--- src/rtl/multicycle_controller_if.sv ---
// multicycle_controller_if: control bundle between the multicycle controller and its RV32I datapath
//   master (controller): in op, branch_taken, mem_ready; out memory handshake, mux selects,
//                        write enables, decoded imm_src/alu_op, retired count, state_dbg
//   slave (datapath):    the mirror image of master
interface multicycle_controller_if #(
   parameter int WIDTH_OP  = 7,
   parameter int CNT_WIDTH = 32
);
   logic [WIDTH_OP-1:0]  op;
   logic                 branch_taken;
   logic                 mem_ready;
   logic                 mem_req;
   logic                 mem_write;
   logic                 adr_src;
   logic                 ir_write;
   logic                 pc_write;
   logic                 reg_write;
   logic [1:0]           alu_src_a;
   logic [1:0]           alu_src_b;
   logic [1:0]           result_src;
   logic [2:0]           imm_src;
   logic [2:0]           alu_op;
   logic [CNT_WIDTH-1:0] retired;
   logic [3:0]           state_dbg;
   modport master (
      input  op, branch_taken, mem_ready,
      output mem_req, mem_write, adr_src, ir_write, pc_write, reg_write,
             alu_src_a, alu_src_b, result_src, imm_src, alu_op, retired, state_dbg
   );
   modport slave (
      output op, branch_taken, mem_ready,
      input  mem_req, mem_write, adr_src, ir_write, pc_write, reg_write,
             alu_src_a, alu_src_b, result_src, imm_src, alu_op, retired, state_dbg
   );
endinterface

--- src/rtl/multicycle_controller.sv ---
// multicycle_controller: FSM sequencing one RV32I instruction at a time through a shared ALU/memory datapath
//   clk_i   : clock, all state updates on the rising edge
//   rst_n_i : synchronous active-low reset; while low every control output except retired/state_dbg is 0
//   ctl_if  : master side of multicycle_controller_if (opcode, branch result, memory handshake in;
//             selects, enables, imm_src/alu_op, retired counter and state_dbg out)
//   ILLEGAL_TRAP_EN : when defined an illegal opcode parks the FSM in TRAP until reset;
//                     otherwise it retires as a NOP
module multicycle_controller #(
   parameter int WIDTH_OP  = 7,
   parameter int CNT_WIDTH = 32
) (
   input logic                    clk_i,
   input logic                    rst_n_i,
   multicycle_controller_if.master ctl_if
);
   localparam logic [WIDTH_OP-1:0] OP_LOAD  = 7'b0000011;
   localparam logic [WIDTH_OP-1:0] OP_STORE = 7'b0100011;
   localparam logic [WIDTH_OP-1:0] OP_R     = 7'b0110011;
   localparam logic [WIDTH_OP-1:0] OP_I     = 7'b0010011;
   localparam logic [WIDTH_OP-1:0] OP_B     = 7'b1100011;
   localparam logic [WIDTH_OP-1:0] OP_JAL   = 7'b1101111;
   localparam logic [WIDTH_OP-1:0] OP_JALR  = 7'b1100111;
   localparam logic [WIDTH_OP-1:0] OP_AUIPC = 7'b0010111;
   localparam logic [WIDTH_OP-1:0] OP_LUI   = 7'b0110111;
   typedef enum logic [3:0] {
      S_FETCH = 4'd0, S_DECODE = 4'd1, S_MEMADR = 4'd2, S_MEMREAD = 4'd3, S_MEMWB = 4'd4,
      S_MEMWRITE = 4'd5, S_EXEC_R = 4'd6, S_EXEC_I = 4'd7, S_ALUWB = 4'd8, S_BRANCH = 4'd9,
      S_JAL = 4'd10, S_JALR = 4'd11, S_LINK = 4'd12, S_UPPER = 4'd13, S_TRAP = 4'd15
   } state_e;
   state_e               state_q, state_d;
   logic [CNT_WIDTH-1:0] retired_q, retired_d;
   logic                 mem_req, mem_write, adr_src, ir_write, pc_write, reg_write, retire;
   logic [1:0]           alu_src_a, alu_src_b, result_src;
   logic [2:0]           imm_src, alu_op;
   logic [WIDTH_OP-1:0]  op;
   assign op = ctl_if.op;
   always_comb begin
      state_d    = state_q;
      mem_req    = 1'b0;
      mem_write  = 1'b0;
      adr_src    = 1'b0;
      ir_write   = 1'b0;
      pc_write   = 1'b0;
      reg_write  = 1'b0;
      alu_src_a  = 2'b00;
      alu_src_b  = 2'b00;
      result_src = 2'b00;
      imm_src    = 3'b000;
      alu_op     = 3'b000;
      case (state_q)
         S_FETCH: begin
            mem_req    = 1'b1;
            alu_src_b  = 2'b10;
            result_src = 2'b10;
            ir_write   = ctl_if.mem_ready;
            pc_write   = ctl_if.mem_ready;
            state_d    = ctl_if.mem_ready ? S_DECODE : S_FETCH;
         end
         S_DECODE: begin
            // ALUOut captures the branch/jump target while the opcode is being decoded
            alu_src_a = 2'b01;
            alu_src_b = 2'b01;
            imm_src   = op == OP_JAL ? 3'b101 : 3'b100;
            case (op)
               OP_LOAD, OP_STORE: state_d = S_MEMADR;
               OP_R:              state_d = S_EXEC_R;
               OP_I:              state_d = S_EXEC_I;
               OP_B:              state_d = S_BRANCH;
               OP_JAL:            state_d = S_JAL;
               OP_JALR:           state_d = S_JALR;
               OP_AUIPC, OP_LUI:  state_d = S_UPPER;
`ifdef ILLEGAL_TRAP_EN
               default:           state_d = S_TRAP;
`else
               default:           state_d = S_FETCH;
`endif
            endcase
         end
         S_MEMADR: begin
            alu_src_a = 2'b10;
            alu_src_b = 2'b01;
            imm_src   = op == OP_STORE ? 3'b011 : 3'b001;
            alu_op    = op == OP_STORE ? 3'b010 : 3'b001;
            state_d   = op == OP_STORE ? S_MEMWRITE : S_MEMREAD;
         end
         S_MEMREAD: begin
            mem_req = 1'b1;
            adr_src = 1'b1;
            state_d = ctl_if.mem_ready ? S_MEMWB : S_MEMREAD;
         end
         S_MEMWB: begin
            result_src = 2'b01;
            reg_write  = 1'b1;
            state_d    = S_FETCH;
         end
         S_MEMWRITE: begin
            mem_req   = 1'b1;
            mem_write = 1'b1;
            adr_src   = 1'b1;
            state_d   = ctl_if.mem_ready ? S_FETCH : S_MEMWRITE;
         end
         S_EXEC_R: begin
            alu_src_a = 2'b10;
            state_d   = S_ALUWB;
         end
         S_EXEC_I: begin
            alu_src_a = 2'b10;
            alu_src_b = 2'b01;
            imm_src   = 3'b001;
            state_d   = S_ALUWB;
         end
         S_ALUWB: begin
            reg_write = 1'b1;
            state_d   = S_FETCH;
         end
         S_BRANCH: begin
            alu_src_a = 2'b10;
            alu_op    = 3'b011;
            pc_write  = ctl_if.branch_taken;
            state_d   = S_FETCH;
         end
         S_JAL: begin
            // PC takes the target from ALUOut while the ALU forms oldPC+4 for the link write
            pc_write  = 1'b1;
            alu_src_a = 2'b01;
            alu_src_b = 2'b10;
            alu_op    = 3'b111;
            state_d   = S_ALUWB;
         end
         S_JALR: begin
            alu_src_a  = 2'b10;
            alu_src_b  = 2'b01;
            imm_src    = 3'b001;
            alu_op     = 3'b110;
            result_src = 2'b10;
            pc_write   = 1'b1;
            state_d    = S_LINK;
         end
         S_LINK: begin
            alu_src_a  = 2'b01;
            alu_src_b  = 2'b10;
            result_src = 2'b10;
            reg_write  = 1'b1;
            state_d    = S_FETCH;
         end
         S_UPPER: begin
            alu_src_a = 2'b01;
            alu_src_b = 2'b01;
            imm_src   = 3'b010;
            alu_op    = op == OP_LUI ? 3'b101 : 3'b100;
            state_d   = S_ALUWB;
         end
         S_TRAP:  state_d = S_TRAP;
         default: state_d = S_FETCH;
      endcase
   end
   // every path back into FETCH ends an instruction; TRAP never returns there
   assign retire    = state_q != S_FETCH && state_d == S_FETCH;
   assign retired_d = retired_q + CNT_WIDTH'(retire);
   always_ff @(posedge clk_i) begin
      if (!rst_n_i) begin
         state_q   <= S_FETCH;
         retired_q <= '0;
      end else begin
         state_q   <= state_d;
         retired_q <= retired_d;
      end
   end
   assign ctl_if.mem_req    = rst_n_i & mem_req;
   assign ctl_if.mem_write  = rst_n_i & mem_write;
   assign ctl_if.adr_src    = rst_n_i & adr_src;
   assign ctl_if.ir_write   = rst_n_i & ir_write;
   assign ctl_if.pc_write   = rst_n_i & pc_write;
   assign ctl_if.reg_write  = rst_n_i & reg_write;
   assign ctl_if.alu_src_a  = rst_n_i ? alu_src_a : 2'b00;
   assign ctl_if.alu_src_b  = rst_n_i ? alu_src_b : 2'b00;
   assign ctl_if.result_src = rst_n_i ? result_src : 2'b00;
   assign ctl_if.imm_src    = rst_n_i ? imm_src : 3'b000;
   assign ctl_if.alu_op     = rst_n_i ? alu_op : 3'b000;
   assign ctl_if.retired    = retired_q;
   assign ctl_if.state_dbg  = state_q;
endmodule

--- src/flat_wrapper.sv ---
// flat-port wrapper written by rule: the top's interface ports become plain ports
module multicycle_controller_flat 
#(
   parameter int WIDTH_OP  = 7,
   parameter int CNT_WIDTH = 32
)
  (clk_i, rst_n_i, ctl_if_op, ctl_if_branch_taken, ctl_if_mem_ready, ctl_if_mem_req, ctl_if_mem_write, ctl_if_adr_src, ctl_if_ir_write, ctl_if_pc_write, ctl_if_reg_write, ctl_if_alu_src_a, ctl_if_alu_src_b, ctl_if_result_src, ctl_if_imm_src, ctl_if_alu_op, ctl_if_retired, ctl_if_state_dbg);
  multicycle_controller_if #(.WIDTH_OP(WIDTH_OP), .CNT_WIDTH(CNT_WIDTH)) ctl_if_i ();
  input logic clk_i;
  input logic rst_n_i;
  input wire logic [$bits(ctl_if_i.op)-1:0] ctl_if_op;
  input wire logic [$bits(ctl_if_i.branch_taken)-1:0] ctl_if_branch_taken;
  input wire logic [$bits(ctl_if_i.mem_ready)-1:0] ctl_if_mem_ready;
  output wire logic [$bits(ctl_if_i.mem_req)-1:0] ctl_if_mem_req;
  output wire logic [$bits(ctl_if_i.mem_write)-1:0] ctl_if_mem_write;
  output wire logic [$bits(ctl_if_i.adr_src)-1:0] ctl_if_adr_src;
  output wire logic [$bits(ctl_if_i.ir_write)-1:0] ctl_if_ir_write;
  output wire logic [$bits(ctl_if_i.pc_write)-1:0] ctl_if_pc_write;
  output wire logic [$bits(ctl_if_i.reg_write)-1:0] ctl_if_reg_write;
  output wire logic [$bits(ctl_if_i.alu_src_a)-1:0] ctl_if_alu_src_a;
  output wire logic [$bits(ctl_if_i.alu_src_b)-1:0] ctl_if_alu_src_b;
  output wire logic [$bits(ctl_if_i.result_src)-1:0] ctl_if_result_src;
  output wire logic [$bits(ctl_if_i.imm_src)-1:0] ctl_if_imm_src;
  output wire logic [$bits(ctl_if_i.alu_op)-1:0] ctl_if_alu_op;
  output wire logic [$bits(ctl_if_i.retired)-1:0] ctl_if_retired;
  output wire logic [$bits(ctl_if_i.state_dbg)-1:0] ctl_if_state_dbg;
  assign ctl_if_i.op = ctl_if_op;
  assign ctl_if_i.branch_taken = ctl_if_branch_taken;
  assign ctl_if_i.mem_ready = ctl_if_mem_ready;
  assign ctl_if_mem_req = ctl_if_i.mem_req;
  assign ctl_if_mem_write = ctl_if_i.mem_write;
  assign ctl_if_adr_src = ctl_if_i.adr_src;
  assign ctl_if_ir_write = ctl_if_i.ir_write;
  assign ctl_if_pc_write = ctl_if_i.pc_write;
  assign ctl_if_reg_write = ctl_if_i.reg_write;
  assign ctl_if_alu_src_a = ctl_if_i.alu_src_a;
  assign ctl_if_alu_src_b = ctl_if_i.alu_src_b;
  assign ctl_if_result_src = ctl_if_i.result_src;
  assign ctl_if_imm_src = ctl_if_i.imm_src;
  assign ctl_if_alu_op = ctl_if_i.alu_op;
  assign ctl_if_retired = ctl_if_i.retired;
  assign ctl_if_state_dbg = ctl_if_i.state_dbg;
  multicycle_controller #(.WIDTH_OP(WIDTH_OP), .CNT_WIDTH(CNT_WIDTH)) u_core (.clk_i(clk_i), .rst_n_i(rst_n_i), .ctl_if(ctl_if_i));
endmodule
--- config.mk ---
export PLATFORM = sky130hd
export DESIGN_NAME = multicycle_controller_flat
export DESIGN_NICKNAME = d
export VERILOG_FILES = /design/src/rtl/multicycle_controller_if.sv /design/src/rtl/multicycle_controller.sv /design/src/flat_wrapper.sv
export SDC_FILE = /design/constraint.sdc
export NUM_CORES = 1
export LEC_CHECK = 0
export ABC_AREA = 1
export CAP_MARGIN = 30
export CORE_UTILIZATION = 48
export DETAILED_ROUTE_END_ITERATION = 8
export HOLD_SLACK_MARGIN = 0.03
export PLACE_DENSITY = 0.8
export SYNTH_ARGS = -nofsm -noshare
export SYNTH_HDL_FRONTEND = slang
export SYNTH_SLANG_ARGS = --single-unit
--- constraint.sdc ---
create_clock -name clk_i -period 3.17 [get_ports clk_i]
set_input_delay 0.7925 -clock clk_i [delete_from_list [all_inputs] [get_ports clk_i]]
set_output_delay 0.7925 -clock clk_i [all_outputs]
set_load 0.01 [all_outputs]
==> out/qor.yml, run 1 <==
grt_pass1_wl_mm: 11.30
critPathLaunchType: "primary input"
wirelength_mm: 6.882
vias: 2818
fin_nets: 497
wl_per_cell_um: 12.77
viasPerCell: 5.228
min_period_ns: 3.038
total_power_mw: 0.9691
clockRootBuffer: "clkbuf_8"
grt_antenna_before_repair: 0
placed_cells: 531
initial_core_util: 0.4984
hold_path_class: "reg2reg"
drtPass1Iterations: 6
cp_data_arrival_time_ns: 2.25
postLayoutCellArea_mm2: 0.003304
cp_max_fo: 19
synth_area_per_cell_um2: 5.846
place_congestion: 0.9017
rsz0062_at_grt: "no"
grt_usage: 0.2784
detailed_place.area_mm2: 0.003172
max_cap_viol_count: 0
critPathMaxStageDelay_ns: 0.58
ys_seq_elements: 36
dp_hpwl_mm: 5.277
ir_drop_v: 0.0001537
drc: 0
seq_area_frac_synth: 0.3082
cts_hold_buffers: 0
grt_pass1_vias: 2609
setup_viol: 0
die-area_mm2: 0.005155
grt_start_max_net_pins: 20
fin_cells: 539
pre_cts_ws_ns: -0.06573
core_mm2: 0.004692
numCtsBuffers: 5
seq_area_um2: 720.7
synth.distinct_cells: 25
io_pins: 65
period_share: 0.9584
slowest_stage: "clkdlybuf4s50_1"
htreeDepth: 2
n_fill_cell: 430
clock_sinks: 36
path_cells: "clkdlybuf4s50_1 > inv_1 > buf_12 > a31oi_1 > clkdlybuf4s50_1"
synth_area_mm2: 0.002338
crit_type: "in2out"
clkTransAtPathRegs_ns: 0.07
status: "complete, no violations"
powerDensity_mw_per_mm2: 293.3
drt_iter0_markers: 192
cp.required_ns: 2.38
finalWorstSetupSlack_ns: 0.1318
slew_viol_final: 0
layout_common_cells: "nand2_1, nor2_1, clkdlybuf4s50_1"
fp.dieH_um: 71.80
worst_pin_slew_ns: 0.3218
drive_above_1_share: 0.09691
critPathTopFamily: "buffers and inverters"
cpMostUsedCell: "clkdlybuf4s50_1"
io_buffers: 64
p_leak_nw: 1.256
fmax_mhz: 329.1
netlist_instances: 400
clockBufferDepth: 2
critPathBufInv: 4
cts_setup_buffers: 0
timing_hold_violations_final: 0
ant_nets: 0
multiInputGateArea_mm2: 0.001441
synth_warnings: 0
synthesis.nets: 413
cts_tree: "built"
grt_overflow: 0
synthToLayoutAreaGrowth_pct: 41.31
placementRows: 25
finalSetupTns_ns: 0
diodes: 0
relSlewSlack: 0.7847
finalClockSkew_ns: 0.01013
final_common_cell: "nand2_1"
clock_latency_ns: 0.30
die_w_um: 71.80
critPathCaptureType: "primary output"
==> tightest hold or removal path, cell delays in order (launching register included) <==
cell and delay (ns):
dfxtp_1 0.32, nand2_1 0.06, a21oi_1 0.05
==> registers in the layout, summed over array words and instances, names as in the netlist <==
signal                   cells
u_core.ctl_if.retired       32
u_core.ctl_if.state_dbg      4
==> cells by family after synthesis <==
| group | count (synthesis) | share of synthesized area |
|---|---|---|
| DFF | 36 | 0.3082 |
| AOI/OAI and AO/OA | 44 | 0.09898 |
| adders and majority gates | 2 | 0.01070 |
| xor gates and xnor gates | 6 | 0.02247 |
| buffers and inverters | 52 | 0.08507 |
| and+or+nand+nor | 260 | 0.4746 |
==> layer usage <==
layer / vias to the layer above / track usage / share of wire
met1: 1272 / 0.3118 / 0.41
met5: - / 0 / 0
met3: 18 / 0.05485 / 0.057
li1: 1417 / - / -
met2: 111 / 0.5052 / 0.51
met4: 0 / 0.1285 / 0.025
==> metrics by stage <==
stage	util	hold slack, ns
finish	0.7043	0.4767
global route	0.7043	0.5044
CTS	0.7021	0.4763
detailed placement	0.6760	0.4667
global placement	0.6760	0.4663
floorplan	-	0.4899
==> final timing paths <==
path | cells past startpoint | slack [ns] | endpoint | start
max | 5 | 0.13 | ctl_if_pc_write | rst_n_i
min | 2 | 0.48 | u_core.ctl_if.retired[31] | u_core.ctl_if.retired[31]
max reg2reg | 15 | 0.67 | u_core.ctl_if.retired[7] | u_core.ctl_if.state_dbg[1]
min reg2reg | 2 | 0.48 | u_core.ctl_if.retired[31] | u_core.ctl_if.retired[31]
==> where the power goes <==
part | total (mW) | leakage, nW | switching [mW] | internal, mW
Sequential | 0.458 | 0.290 | 0.00326 | 0.455
Clock | 0.409 | 0.0541 | 0.176 | 0.233
Combinational | 0.102 | 0.911 | 0.0522 | 0.0496
==> synthesized netlist by cell type <==
library cell,count,area share
buf_4,1,0.0032
inv_2,1,0.0016
nand3b_1,15,0.048
a21oi_1,30,0.064
nor2_2,9,0.024
a31oi_1,4,0.011
nor2_1,88,0.14
nand3_1,10,0.021
o21ai_0,8,0.017
dfxtp_1,36,0.31
clkbuf_1,4,0.0064
nor3_2,1,0.0043
xnor2_1,2,0.0075
inv_1,46,0.074
o211ai_1,1,0.0032
nand4_1,3,0.0080
nand2_1,125,0.20
nand2_4,1,0.0048
or2_2,1,0.0027
ha_1,2,0.011
a41oi_1,1,0.0037
nand2_2,3,0.0080
nor3_1,3,0.0064
xor2_1,4,0.015
nor2_4,1,0.0048
==> area by class of cell <==
class / count / share of cell area
multi-input combinational: 312 / 0.4362
timing repair buffer: 82 / 0.2382
sequential: 36 / 0.2181
inverter: 47 / 0.05339
clock buffer: 5 / 0.02083
tap: 54 / 0.02045
clock inverter: 3 / 0.01287
==> repair_timing <==
action,in CTS,in global routing
gates resized for setup,7,3
endpoints found under the hold margin,0,0
setup endpoints to repair,4,3
pin swaps,0,1
Power figures use the tool's default switching activity.
==> run 2, diff against run 1 <==
--- a/config.mk
+++ b/config.mk
@@ -9,7 +9,6 @@
 export CAP_MARGIN = 30
 export CORE_UTILIZATION = 48
 export DETAILED_ROUTE_END_ITERATION = 8
-export HOLD_SLACK_MARGIN = 0.03
 export PLACE_DENSITY = 0.8
 export SYNTH_ARGS = -nofsm -noshare
 export SYNTH_HDL_FRONTEND = slang
==> results of run 2 <==
Same layout as run 1: the final DEF is identical, and so are final timing and power.
==> run 3, diff against run 2 <==
--- a/config.mk
+++ b/config.mk
@@ -7,9 +7,10 @@
 export LEC_CHECK = 0
 export ABC_AREA = 1
 export CAP_MARGIN = 30
-export CORE_UTILIZATION = 48
+export CORE_UTILIZATION = 50
+export CTS_BUF_LIST = sky130_fd_sc_hd__clkbuf_8
 export DETAILED_ROUTE_END_ITERATION = 8
-export PLACE_DENSITY = 0.8
+export PLACE_DENSITY = 0.83
 export SYNTH_ARGS = -nofsm -noshare
 export SYNTH_HDL_FRONTEND = slang
 export SYNTH_SLANG_ARGS = --single-unit
==> run 3 against run 2 <==
Effect of this change:
- cell count fell by 0.19%
- non-clock buffer count rose by 1
- largest cell class unchanged
- via count rose by 3.1%
- fmax fell by 0.19%
- cell area rose by 0.98%
==> out/qor.yml, run 3 (synthesis results as in run 1) <==
clock_sinks: 36  # unchanged
clock_latency_ns: 0.29  # about the same
ir_drop_v: 0.0002232  # +45%
netSwitchingFraction: 0.2444  # +0.005443
grt_pass1_vias: 2703  # +3.6%
fin_nets: 498  # +0.20%
placed_cells: 527  # -0.75%
htreeDepth: 2  # unchanged
initial_core_util: 0.5298  # +0.03136
relSlewSlack: 0.8021  # +0.01741
grt_pass1_wl_mm: 12.23  # +8.2%
critPathCaptureType: "primary output"
grt_overflow: 0  # unchanged
crit_type: "in2out"
viasPerCell: 5.398  # +3.2%
p_seq_frac: 0.467  # -0.006
clockBufferDepth: 2  # unchanged
drt_iter0_markers: 189  # -1.6%
postLayoutCellArea_mm2: 0.003337  # +0.98%
fin_cells: 538  # -0.19%
hold_path_class: "reg2reg"
period_share: 0.9603  # +0.001851
ant_nets: 0  # unchanged
io_pins: 65  # unchanged
status: "complete, no violations"
slew_viol_final: 0  # unchanged
n_fill_cell: 386  # -10%
finalClockSkew_ns: 0.003675  # -0.006452 ns
powerDensity_mw_per_mm2: 294.3  # +0.34%
detailed_place.area_mm2: 0.003154  # -0.55%
wirelength_mm: 7.322  # +6.4%
clockRootBuffer: "clkbuf_8"
setup_viol: 0  # unchanged
drc: 0  # unchanged
cp.required_ns: 2.38  # about the same
max_cap_viol_count: 0  # unchanged
grt_start_max_net_pins: 25  # +25%
dp_hpwl_mm: 5.544  # +5.1%
vias: 2904  # +3.1%
numCtsBuffers: 5  # unchanged
min_period_ns: 3.044  # +0.005867 ns
die-area_mm2: 0.004955  # -3.9%
grt_antenna_before_repair: 0  # unchanged
rr_worst_depth: 16  # +1
synthToLayoutAreaGrowth_pct: 42.70
holdPathStages: 2  # unchanged
worst_pin_slew_ns: 0.2964  # -0.02534 ns
cp_data_arrival_time_ns: 2.25  # about the same
grt_usage: 0.3074  # +0.02900
drive_above_1_share: 0.1091  # +0.01215
largest_register_ffs: 32  # unchanged
p_leak_nw: 1.254  # -0.14%
p_switching_mw: 0.2400  # +3.6%
fmax_mhz: 328.5  # -0.19%
clkTransAtPathRegs_ns: 0.08  # about the same
cp_max_fo: 18  # -1
cts_tree: "built"
timing_hold_violations_final: 0  # unchanged
critPathLaunchType: "primary input"
clkPwrFrac: 0.427  # +0.005
core_mm2: 0.004414  # -5.9%
drtPass1Iterations: 5  # -1
comb_power_share: 0.106  # about the same
place_congestion: 0.9407  # +4.3%
placementRows: 24  # -4.0%
wl_per_cell_um: 13.61  # +6.6%
layout_common_cells: "nand2_1, nor2_1, clkdlybuf4s50_1"
fp.dieH_um: 70.39  # -2.0%
diodes: 0  # unchanged
io_buffers: 64  # unchanged
timing.hold.ws_ns: 0.4765  # -0.0002120 ns
die_w_um: 70.39  # -2.0%
final_common_cell: "nand2_1"
p_int_mw: 0.7420  # +0.61%
==> run 3: changes by cell type in the layout (fill, tap and decap cells not counted), moves of 2 or more <==
cell / change
ha_1: -2
ha_2: +2
nor2_2: -2
nor2_4: +2
==> run 3: power groups by stage <==
stage | Clock [mW] | Combinational (mW) | Sequential (mW)
2_1_floorplan | 0 | 0.0445 | 0.470
3_3_place_gp | 0 | 0.0980 | 0.469
3_5_place_dp | 0 | 0.0987 | 0.469
4_1_cts | 0.422 | 0.100 | 0.459
5_1_grt | 0.450 | 0.114 | 0.459
6_report | 0.419 | 0.104 | 0.459
==> run 3: per-stage QoR <==
stage | setup TNS, ns | power, mW | worst slack [ns] | utilization
after global routing | -0.08911 | 1.023 | -0.04830 | 0.7560
after CTS | 0 | 0.9811 | 0.1158 | 0.7423
after detailed placement | -1.199 | 0.5680 | -0.1180 | 0.7146
after global placement | -0.1928 | 0.5674 | -0.07162 | 0.7146
final | 0 | 0.9820 | 0.1259 | 0.7560
after floorplan | 0 | 0.5143 | 0.4700 | -
==> run 3: final cells by class <==
cell class                 count  area, um2  share of cell area
timing repair buffer          83      790.8              0.2370
tap                           52      65.06             0.01950
clock inverter                 3      46.29             0.01387
clock buffer                   5      68.82             0.02062
inverter                      47      176.4             0.05287
sequential                    36      720.7              0.2160
multi-input combinational    312       1469              0.4402
==> run 3: routing by layer <==
layer | global-route usage | part of all wire | up-vias
li1 | - | - | 1425
met1 | 0.4059 | 0.43 | 1307
met2 | 0.4931 | 0.45 | 151
met3 | 0.06205 | 0.096 | 21
met4 | 0.1111 | 0.025 | 0
met5 | 0 | 0 | -
==> run 3: what timing repair did <==
| item | in CTS | in global routing |
|---|---|---|
| endpoints found under the setup margin | 4 | 19 |
| pin swaps | 1 | 4 |
| resized for setup | 5 | 14 |
| buffers inserted | 1 | 2 |
| hold buffers | 0 | 0 |
==> run 3: worst paths after layout <==
check | from | endpoint | slack (ns)
setup / recovery | rst_n_i | ctl_if_alu_src_a[1] | 0.13
hold / removal | u_core.ctl_if.retired[31] | u_core.ctl_if.retired[31] | 0.48
setup reg to reg | u_core.ctl_if.state_dbg[3] | u_core.ctl_if.retired[12] | 0.62
hold reg to reg | u_core.ctl_if.retired[31] | u_core.ctl_if.retired[31] | 0.48
==> run 3: critical path, cell delays in order <==
cell and delay [ns]:
clkdlybuf4s50_1 0.48, inv_1 0.07, buf_12 0.15, a41oi_1 0.17
clkdlybuf4s50_1 0.58
